### src/rtl/d_unit_pkg.sv
// Shared decode-stage definitions: opcodes, PC source and forwarding codes,
// D/E register layout and the immediate extender.
package d_unit_pkg;

   localparam int unsigned XLEN = 32;

   localparam logic [5:0] OP_SPECIAL = 6'b000000;
   localparam logic [5:0] OP_J       = 6'b000010;
   localparam logic [5:0] OP_JAL     = 6'b000011;
   localparam logic [5:0] OP_BEQ     = 6'b000100;
   localparam logic [5:0] OP_BNE     = 6'b000101;
   localparam logic [5:0] OP_ANDI    = 6'b001100;
   localparam logic [5:0] OP_ORI     = 6'b001101;
   localparam logic [5:0] OP_LUI     = 6'b001111;
   localparam logic [5:0] FN_JR      = 6'b001000;

   typedef enum logic [1:0] {
      PC_ADD4 = 2'b00,
      PC_NPC  = 2'b01,
      PC_JR   = 2'b10
   } pc_src_e;

   typedef enum logic [1:0] {
      FWD_GRF = 2'b00,
      FWD_E   = 2'b01,
      FWD_M   = 2'b10
   } fwd_sel_e;

   typedef struct packed {
      logic [XLEN-1:0] ir;
      logic [XLEN-1:0] pc4;
      logic [XLEN-1:0] rs;
      logic [XLEN-1:0] rt;
      logic [XLEN-1:0] ext;
   } de_reg_t;

   // lui places imm in the upper half; logical immediates are zero-extended.
   function automatic logic [XLEN-1:0] ext_imm(input logic [5:0] op, input logic [15:0] imm);
      case (op)
         OP_LUI:          ext_imm = {imm, 16'h0000};
         OP_ORI, OP_ANDI: ext_imm = {16'h0000, imm};
         default:         ext_imm = {{16{imm[15]}}, imm};
      endcase
   endfunction

endpackage

### src/rtl/d_unit_if.sv
// Fetch/W-stage/hazard side bundle of the decode stage; the D/E register
// outputs ride on the same bundle.
interface d_unit_if;

   logic [31:0] IRD;
   logic [31:0] PC4D;
   logic        PauseD;
   logic        RegWriteW;
   logic [4:0]  WAddrW;
   logic [31:0] WDataW;
   logic [1:0]  FwdRSD;
   logic [1:0]  FwdRTD;
   logic [31:0] FwdDataE;
   logic [31:0] FwdDataM;
   logic [31:0] NPC;
   logic [1:0]  PCsrc;
   logic        Branch;
   logic [31:0] RS_D_OUT;
   logic [31:0] IRE;
   logic [31:0] PC4E;
   logic [31:0] RS_E;
   logic [31:0] RT_E;
   logic [31:0] EXT_E;

   modport master (
      output IRD, PC4D, PauseD, RegWriteW, WAddrW, WDataW,
             FwdRSD, FwdRTD, FwdDataE, FwdDataM,
      input  NPC, PCsrc, Branch, RS_D_OUT, IRE, PC4E, RS_E, RT_E, EXT_E
   );

   modport slave (
      input  IRD, PC4D, PauseD, RegWriteW, WAddrW, WDataW,
             FwdRSD, FwdRTD, FwdDataE, FwdDataM,
      output NPC, PCsrc, Branch, RS_D_OUT, IRE, PC4E, RS_E, RT_E, EXT_E
   );

endinterface

### src/rtl/d_unit_grf_d.sv
// General-purpose register file: two combinational read ports with
// write-through bypass, one synchronous write port, $0 fixed at zero.
module grf_d
   import d_unit_pkg::*;
#(
   parameter int unsigned RF_DEPTH = 32
) (
   input  logic            clk,
   input  logic            rst_n,
   input  logic            we,
   input  logic [4:0]      waddr,
   input  logic [XLEN-1:0] wdata,
   input  logic [4:0]      raddr1,
   input  logic [4:0]      raddr2,
   output logic [XLEN-1:0] rdata1,
   output logic [XLEN-1:0] rdata2
);

   logic [XLEN-1:0] regs_q [RF_DEPTH];
   logic [XLEN-1:0] regs_d [RF_DEPTH];
   logic            wr_en;

   assign wr_en = we && (waddr != 5'd0);

   always_comb begin
      regs_d = regs_q;
      if (wr_en) begin
         regs_d[waddr] = wdata;
      end
   end

   always_ff @(posedge clk) begin
      if (!rst_n) begin
         for (int unsigned i = 0; i < RF_DEPTH; i++) begin
            regs_q[i] <= '0;
         end
      end else begin
         regs_q <= regs_d;
      end
   end

   // A write landing this cycle is visible to a same-cycle read of that address.
   always_comb begin
      rdata1 = '0;
      rdata2 = '0;
      if (raddr1 != 5'd0) begin
         rdata1 = (wr_en && (waddr == raddr1)) ? wdata : regs_q[raddr1];
      end
      if (raddr2 != 5'd0) begin
         rdata2 = (wr_en && (waddr == raddr2)) ? wdata : regs_q[raddr2];
      end
   end

endmodule

### src/rtl/d_unit.sv
// Decode stage: GPR read with forwarding, immediate extension, branch/jump
// resolution and the D/E pipeline register with bubble insertion on stall.
module d_unit
   import d_unit_pkg::*;
#(
   parameter int unsigned RF_DEPTH  = 32,
   parameter logic [31:0] RESET_PC4 = 32'h0000_0000
) (
   input  logic     Clk,
   input  logic     Reset,
   d_unit_if.slave  bus
);

   logic [5:0]      op;
   logic [5:0]      funct;
   logic [4:0]      rs_addr;
   logic [4:0]      rt_addr;
   logic [15:0]     imm;
   logic [XLEN-1:0] grf_rs;
   logic [XLEN-1:0] grf_rt;
   logic [XLEN-1:0] rs_val;
   logic [XLEN-1:0] rt_val;
   logic [XLEN-1:0] ext_val;
   logic [XLEN-1:0] npc;
   logic            branch;
   pc_src_e         pc_src;
   de_reg_t         de_d;
   de_reg_t         de_q;

   assign op      = bus.IRD[31:26];
   assign funct   = bus.IRD[5:0];
   assign rs_addr = bus.IRD[25:21];
   assign rt_addr = bus.IRD[20:16];
   assign imm     = bus.IRD[15:0];

   grf_d #(
      .RF_DEPTH (RF_DEPTH)
   ) u_grf (
      .clk    (Clk),
      .rst_n  (Reset),
      .we     (bus.RegWriteW),
      .waddr  (bus.WAddrW),
      .wdata  (bus.WDataW),
      .raddr1 (rs_addr),
      .raddr2 (rt_addr),
      .rdata1 (grf_rs),
      .rdata2 (grf_rt)
   );

   // Unused select code 11 falls back to the register file.
   always_comb begin
      case (bus.FwdRSD)
         FWD_E:   rs_val = bus.FwdDataE;
         FWD_M:   rs_val = bus.FwdDataM;
         default: rs_val = grf_rs;
      endcase
      case (bus.FwdRTD)
         FWD_E:   rt_val = bus.FwdDataE;
         FWD_M:   rt_val = bus.FwdDataM;
         default: rt_val = grf_rt;
      endcase
   end

   assign ext_val = ext_imm(op, imm);

   always_comb begin
      branch = 1'b0;
      pc_src = PC_ADD4;
      npc    = bus.PC4D;
      case (op)
         OP_BEQ, OP_BNE: begin
            branch = (op == OP_BEQ) ? (rs_val == rt_val) : (rs_val != rt_val);
            pc_src = branch ? PC_NPC : PC_ADD4;
            npc    = bus.PC4D + {{14{imm[15]}}, imm, 2'b00};
         end
         OP_J, OP_JAL: begin
            pc_src = PC_NPC;
            npc    = {bus.PC4D[31:28], bus.IRD[25:0], 2'b00};
         end
         OP_SPECIAL: begin
            if (funct == FN_JR) begin
               pc_src = PC_JR;
            end
         end
         default: ;
      endcase
   end

   assign bus.NPC      = npc;
   assign bus.PCsrc    = pc_src;
   assign bus.Branch   = branch;
   assign bus.RS_D_OUT = rs_val;

   always_comb begin
      de_d = '{ir: bus.IRD, pc4: bus.PC4D, rs: rs_val, rt: rt_val, ext: ext_val};
      if (bus.PauseD) begin
         de_d = '{ir: '0, pc4: RESET_PC4, rs: '0, rt: '0, ext: '0};
      end
   end

   always_ff @(posedge Clk) begin
      if (!Reset) begin
         de_q <= '{ir: '0, pc4: RESET_PC4, rs: '0, rt: '0, ext: '0};
      end else begin
         de_q <= de_d;
      end
   end

   assign bus.IRE   = de_q.ir;
   assign bus.PC4E  = de_q.pc4;
   assign bus.RS_E  = de_q.rs;
   assign bus.RT_E  = de_q.rt;
   assign bus.EXT_E = de_q.ext;

endmodule

### src/flat_wrapper.sv
// flat-port wrapper written by rule: the top's interface ports become plain ports
module d_unit_flat import d_unit_pkg::*;
#(
   parameter int unsigned RF_DEPTH  = 32,
   parameter logic [31:0] RESET_PC4 = 32'h0000_0000
)
  (Clk, Reset, bus_IRD, bus_PC4D, bus_PauseD, bus_RegWriteW, bus_WAddrW, bus_WDataW, bus_FwdRSD, bus_FwdRTD, bus_FwdDataE, bus_FwdDataM, bus_NPC, bus_PCsrc, bus_Branch, bus_RS_D_OUT, bus_IRE, bus_PC4E, bus_RS_E, bus_RT_E, bus_EXT_E);
  d_unit_if bus_i ();
  input  logic Clk;
  input  logic Reset;
  input wire logic [$bits(bus_i.IRD)-1:0] bus_IRD;
  input wire logic [$bits(bus_i.PC4D)-1:0] bus_PC4D;
  input wire logic [$bits(bus_i.PauseD)-1:0] bus_PauseD;
  input wire logic [$bits(bus_i.RegWriteW)-1:0] bus_RegWriteW;
  input wire logic [$bits(bus_i.WAddrW)-1:0] bus_WAddrW;
  input wire logic [$bits(bus_i.WDataW)-1:0] bus_WDataW;
  input wire logic [$bits(bus_i.FwdRSD)-1:0] bus_FwdRSD;
  input wire logic [$bits(bus_i.FwdRTD)-1:0] bus_FwdRTD;
  input wire logic [$bits(bus_i.FwdDataE)-1:0] bus_FwdDataE;
  input wire logic [$bits(bus_i.FwdDataM)-1:0] bus_FwdDataM;
  output wire logic [$bits(bus_i.NPC)-1:0] bus_NPC;
  output wire logic [$bits(bus_i.PCsrc)-1:0] bus_PCsrc;
  output wire logic [$bits(bus_i.Branch)-1:0] bus_Branch;
  output wire logic [$bits(bus_i.RS_D_OUT)-1:0] bus_RS_D_OUT;
  output wire logic [$bits(bus_i.IRE)-1:0] bus_IRE;
  output wire logic [$bits(bus_i.PC4E)-1:0] bus_PC4E;
  output wire logic [$bits(bus_i.RS_E)-1:0] bus_RS_E;
  output wire logic [$bits(bus_i.RT_E)-1:0] bus_RT_E;
  output wire logic [$bits(bus_i.EXT_E)-1:0] bus_EXT_E;
  assign bus_i.IRD = bus_IRD;
  assign bus_i.PC4D = bus_PC4D;
  assign bus_i.PauseD = bus_PauseD;
  assign bus_i.RegWriteW = bus_RegWriteW;
  assign bus_i.WAddrW = bus_WAddrW;
  assign bus_i.WDataW = bus_WDataW;
  assign bus_i.FwdRSD = bus_FwdRSD;
  assign bus_i.FwdRTD = bus_FwdRTD;
  assign bus_i.FwdDataE = bus_FwdDataE;
  assign bus_i.FwdDataM = bus_FwdDataM;
  assign bus_NPC = bus_i.NPC;
  assign bus_PCsrc = bus_i.PCsrc;
  assign bus_Branch = bus_i.Branch;
  assign bus_RS_D_OUT = bus_i.RS_D_OUT;
  assign bus_IRE = bus_i.IRE;
  assign bus_PC4E = bus_i.PC4E;
  assign bus_RS_E = bus_i.RS_E;
  assign bus_RT_E = bus_i.RT_E;
  assign bus_EXT_E = bus_i.EXT_E;
  d_unit #(.RF_DEPTH(RF_DEPTH), .RESET_PC4(RESET_PC4)) u_core (.Clk(Clk), .Reset(Reset), .bus(bus_i));
endmodule
### config.mk
export PLATFORM = sky130hd
export DESIGN_NAME = d_unit_flat
export DESIGN_NICKNAME = d
export VERILOG_FILES = /design/src/rtl/d_unit_pkg.sv /design/src/rtl/d_unit_if.sv /design/src/rtl/d_unit_grf_d.sv /design/src/rtl/d_unit.sv /design/src/flat_wrapper.sv
export SDC_FILE = /design/constraint.sdc
export NUM_CORES = 2
export LEC_CHECK = 0
export BUFFER_PORTS_ARGS = -buffer_cell sky130_fd_sc_hd__buf_4
export CAP_MARGIN = 20
export CORE_ASPECT_RATIO = 2
export CORE_MARGIN = 3
export CORE_UTILIZATION = 55
export CTS_BUF_LIST = sky130_fd_sc_hd__clkbuf_2 sky130_fd_sc_hd__clkbuf_4 sky130_fd_sc_hd__clkbuf_8
export DETAILED_ROUTE_END_ITERATION = 7
export PLACE_DENSITY = 0.73
export SLEW_MARGIN = 20
export SYNTH_ARGS = -nofsm -noshare
export SYNTH_HDL_FRONTEND = slang
export SYNTH_HIERARCHICAL = 1
export SYNTH_SLANG_ARGS = --single-unit
export TNS_END_PERCENT = 10
### constraint.sdc
create_clock -name Clk -period 12.44 [get_ports Clk]
set_input_delay 2.488 -clock Clk [delete_from_list [all_inputs] [get_ports Clk]]
set_output_delay 2.488 -clock Clk [all_outputs]
set_load 0.01 [all_outputs]
==> results.sh <==
export IMPL_synth_nets=7360
export IMPL_drive_above_1_share_pct=19.0
export IMPL_yosys_warnings=6
export IMPL_relSlewSlack_pct=10.2
export IMPL_critPathMaxFanout=65
export IMPL_place_congestion=1.05
export IMPL_synth_async_reset_ratio_pct=0
export IMPL_grt_met3_usage_pct=16.1
export IMPL_dp_cells=8504
export IMPL_cts_tree="built"
export IMPL_period_share_pct=87.2
export IMPL_r2r_slack_ps=8960
export IMPL_hp_class="flop to flop"
export IMPL_grt_pass1_vias=59100
export IMPL_status="complete, but fails checks"
export IMPL_synth_edff_count=0
export IMPL_die_x_um=247
export IMPL_cts_htree_levels=4
export IMPL_drv_slew=0
export IMPL_syn_to_final_growth_pct=10.4
export IMPL_drt_iter0_drc=7811
export IMPL_yosys_register_bits=1184
export IMPL_worstReg2RegEnd="u_core/bus.RT_E[30]$_SDFF_PP0_"
export IMPL_cts_root_buf="clkbuf_8"
export IMPL_netlist_area_sq_um=63800
export IMPL_coreArea_sq_um=115000
export IMPL_grt_max_degree=282
export IMPL_timing_worst_setup_path_type="input pin to output port"
export IMPL_clock_path_buffers=3
export IMPL_ys_seq_area_share_pct=37.1
export IMPL_rows=176
export IMPL_route_antenna_remaining_nets=0
export IMPL_reg2reg_depth=8
export IMPL_rsz0062_at_grt="false"
export IMPL_synth_cells=7153
export IMPL_critPathLaunchType="input pin"
export IMPL_clkTransAtPathRegs_ps=70
export IMPL_hold_path_startpoint="u_core/u_grf/regs_q[612]$_SDFFE_PN0P_"
export IMPL_setup_viol=0
export IMPL_fin_skew_ps=34.4
export IMPL_numCtsBuffers=165
export IMPL_dieArea_sq_um=120000
export IMPL_max_freq_ghz=0.0922
export IMPL_crit_required_ps=9950
export IMPL_drc=1
export IMPL_synth_cell_type_count=83
export IMPL_max_stage_delay_ps=860
export IMPL_layout_nets=7367
export IMPL_routed_wl_mm=274
export IMPL_synth_ff_type="dfxtp_1"
export IMPL_drtPass1Iterations=8
export IMPL_cts_resized_gates=0
export IMPL_initial_utilization_pct=55.4
export IMPL_dpl_hpwl_mm=173
export IMPL_cts_hold_buffers=0
export IMPL_syn_avg_cell_area_sq_um=8.92
export IMPL_ios=400
export IMPL_finalHoldViolCount=0
export IMPL_most_common_layout_cells="nand2_1 (2145), dfxtp_1 (1184), a21boi_0 (951), buf_4 (525), mux4_2 (351)"
export IMPL_setup_tns_ps=0
export IMPL_postCtsSetupRepairBufs=0
export IMPL_period_minus_slack_ps=10840
export IMPL_maxCapViolCount=0
export IMPL_grt_usage_pct=44.5
export IMPL_crit_path_end="bus_PCsrc[0]"
export IMPL_vdd_ir_drop_max_mv=0.101
export IMPL_avgRoutedWirePerCell_um=31.1
export IMPL_cp_arrival_ps=8350
export IMPL_dieHeight_um=488
export IMPL_post_layout_nonfiller_instances=8826
export IMPL_cp_slowest_cell="o21ai_0"
export IMPL_power_w=0.00833
export IMPL_antenna_found_initial=28
export IMPL_grt_overflow=0
export IMPL_clkSinkCount=1184
export IMPL_vias_per_cell=6.81
export IMPL_numPortBuffers=399
export IMPL_grt_pass1_wl_mm=392
export IMPL_grt_util_met2_pct=67.7
export IMPL_path_cells="buf_8 > nand2b_1 > o22ai_1 > o21ai_0 > a211oi_1 > a21oi_1 > nand2_1 > o21ai_1 > xor2_1 > nor4_1 > nand4_1 > or3_1 > a21oi_1 > or2_1 > buf_4"
export IMPL_violations="DRC"
export IMPL_clock_latency_ps=920
export IMPL_busiest_layer="met2"
export IMPL_r2r_start="u_core/u_grf/regs_q[318]$_SDFFE_PN0P_"
export IMPL_vias=60100
export IMPL_holdWs_ps=475
export IMPL_worst_slew_pin_slew_ps=1310
export IMPL_grtUsageMet1_pct=45.7
export IMPL_mostFrequentLayoutCell="nand2_1"
export IMPL_worst_setup_path_end_kind="output port"
export IMPL_cpMostUsedCell="a21oi_1"
export IMPL_p_per_area_nw_per_um2=118
export IMPL_leakage_nw=24.9
export IMPL_cp_startpoint="bus_IRD[21]"
==> critical path: cells and delay by family <==
family	cells	cell delay (ps)
AO/OA/AOI/OAI	6	2750
buffers and inverters	2	650
AND/OR/NAND/NOR	6	2190
XOR/XNOR	1	150
==> sequential cells by signal (all words and copies together), names as in the netlist <==
register / flops
u_core/bus.RT_E: 32
u_core/u_grf/regs_q: 1024
u_core/bus.IRE: 32
u_core/bus.PC4E: 32
u_core/bus.EXT_E: 32
u_core/bus.RS_E: 32
==> through the flow <==
stage / setup slack, ps / cell area [sq um] / utilization (%)
floorplan: 4370 / 63800 / -
global placement: 1700 / 66800 / 58.0
detailed placement: 2040 / 66800 / 58.0
CTS: 2020 / 70400 / 61.1
global route: 1720 / 70400 / 61.2
finish: 1600 / 70500 / 61.2
==> cells by family (layout without fill, tap and decap cells) <==
family	count (synthesis)	count (layout)	synth area share, %
simple gates	2667	2667	17.3
compound gates	1761	1761	20.2
flops	1184	1184	37.1
buf+inv	736	876	5.64
mux	707	707	18.1
xor+xnor	64	64	0.878
fa+ha+maj	34	34	0.678
other cells	0	20	0
==> power breakdown <==
group / switching, W / internal, W / total [W]
sequential: 0.0000257 / 0.00383 / 0.00386
clock: 0.00159 / 0.00174 / 0.00334
combinational: 0.000748 / 0.000387 / 0.00114
total: 0.00237 / 0.00596 / 0.00833
==> how the worst min path moves through the flow <==
stage,endpoint,slack (ps),cells past startpoint
3_3_place_gp,u_core/u_grf/regs_q[756]$_SDFFE_PN0P_,450,2
3_5_place_dp,u_core/u_grf/regs_q[612]$_SDFFE_PN0P_,460,2
4_1_cts,u_core/u_grf/regs_q[612]$_SDFFE_PN0P_,470,2
6_report,u_core/u_grf/regs_q[612]$_SDFFE_PN0P_,470,2
5_1_grt,u_core/u_grf/regs_q[363]$_SDFFE_PN0P_,490,2
2_1_floorplan,u_core/u_grf/regs_q[126]$_SDFFE_PN0P_,440,2
==> Yosys cell counts, types with 18 or more instances <==
cell       count  share of area [%]
clkbuf_1     427                2.5
dfxtp_1     1184                 37
mux2i_1      278                4.4
a21o_1        18               0.21
mux2_2        78                1.4
o22ai_1       70               0.69
a21boi_0     951                 11
nor3_1        32               0.25
ha_1          33               0.65
a211oi_1      68               0.80
and2_1       150                1.5
o21ai_0      133                1.0
o21ai_1       47               0.37
a2111oi_0     26               0.36
buf_6         48               0.85
nor4_1        22               0.22
a221oi_1      38               0.52
buf_2        147                1.2
nor2_1       127               0.75
inv_1         33               0.19
nand2b_1      28               0.27
mux4_2       351                 12
a21oi_1       84               0.66
xor2_1        42               0.58
xnor2_1       22               0.30
a22oi_1      114                1.3
a21boi_1      41               0.48
nand2_1     2149                 13
buf_4         55               0.65
nor2b_1       62               0.61
a221o_1       45               0.71
==> area by class of cell <==
| type | instances | area (sq um) |
|---|---|---|
| fill | 9943 | 44700 |
| antenna | 20 | 50.0 |
| inverter | 33 | 124 |
| clock buffer | 264 | 3330 |
| timing repair buffer | 543 | 4240 |
| multi-input combinational | 5233 | 36900 |
| clock inverter | 36 | 260 |
| sequential | 1184 | 23700 |
| tap | 1513 | 1890 |
==> layer usage <==
layer / vias up / part of all wire (%)
li1: 25000 / -
met1: 28300 / 31
met2: 4864 / 44
met3: 1936 / 13
met4: 14 / 13
met5: - / 0.034
Note: power is estimated with default switching activity, not from simulation.
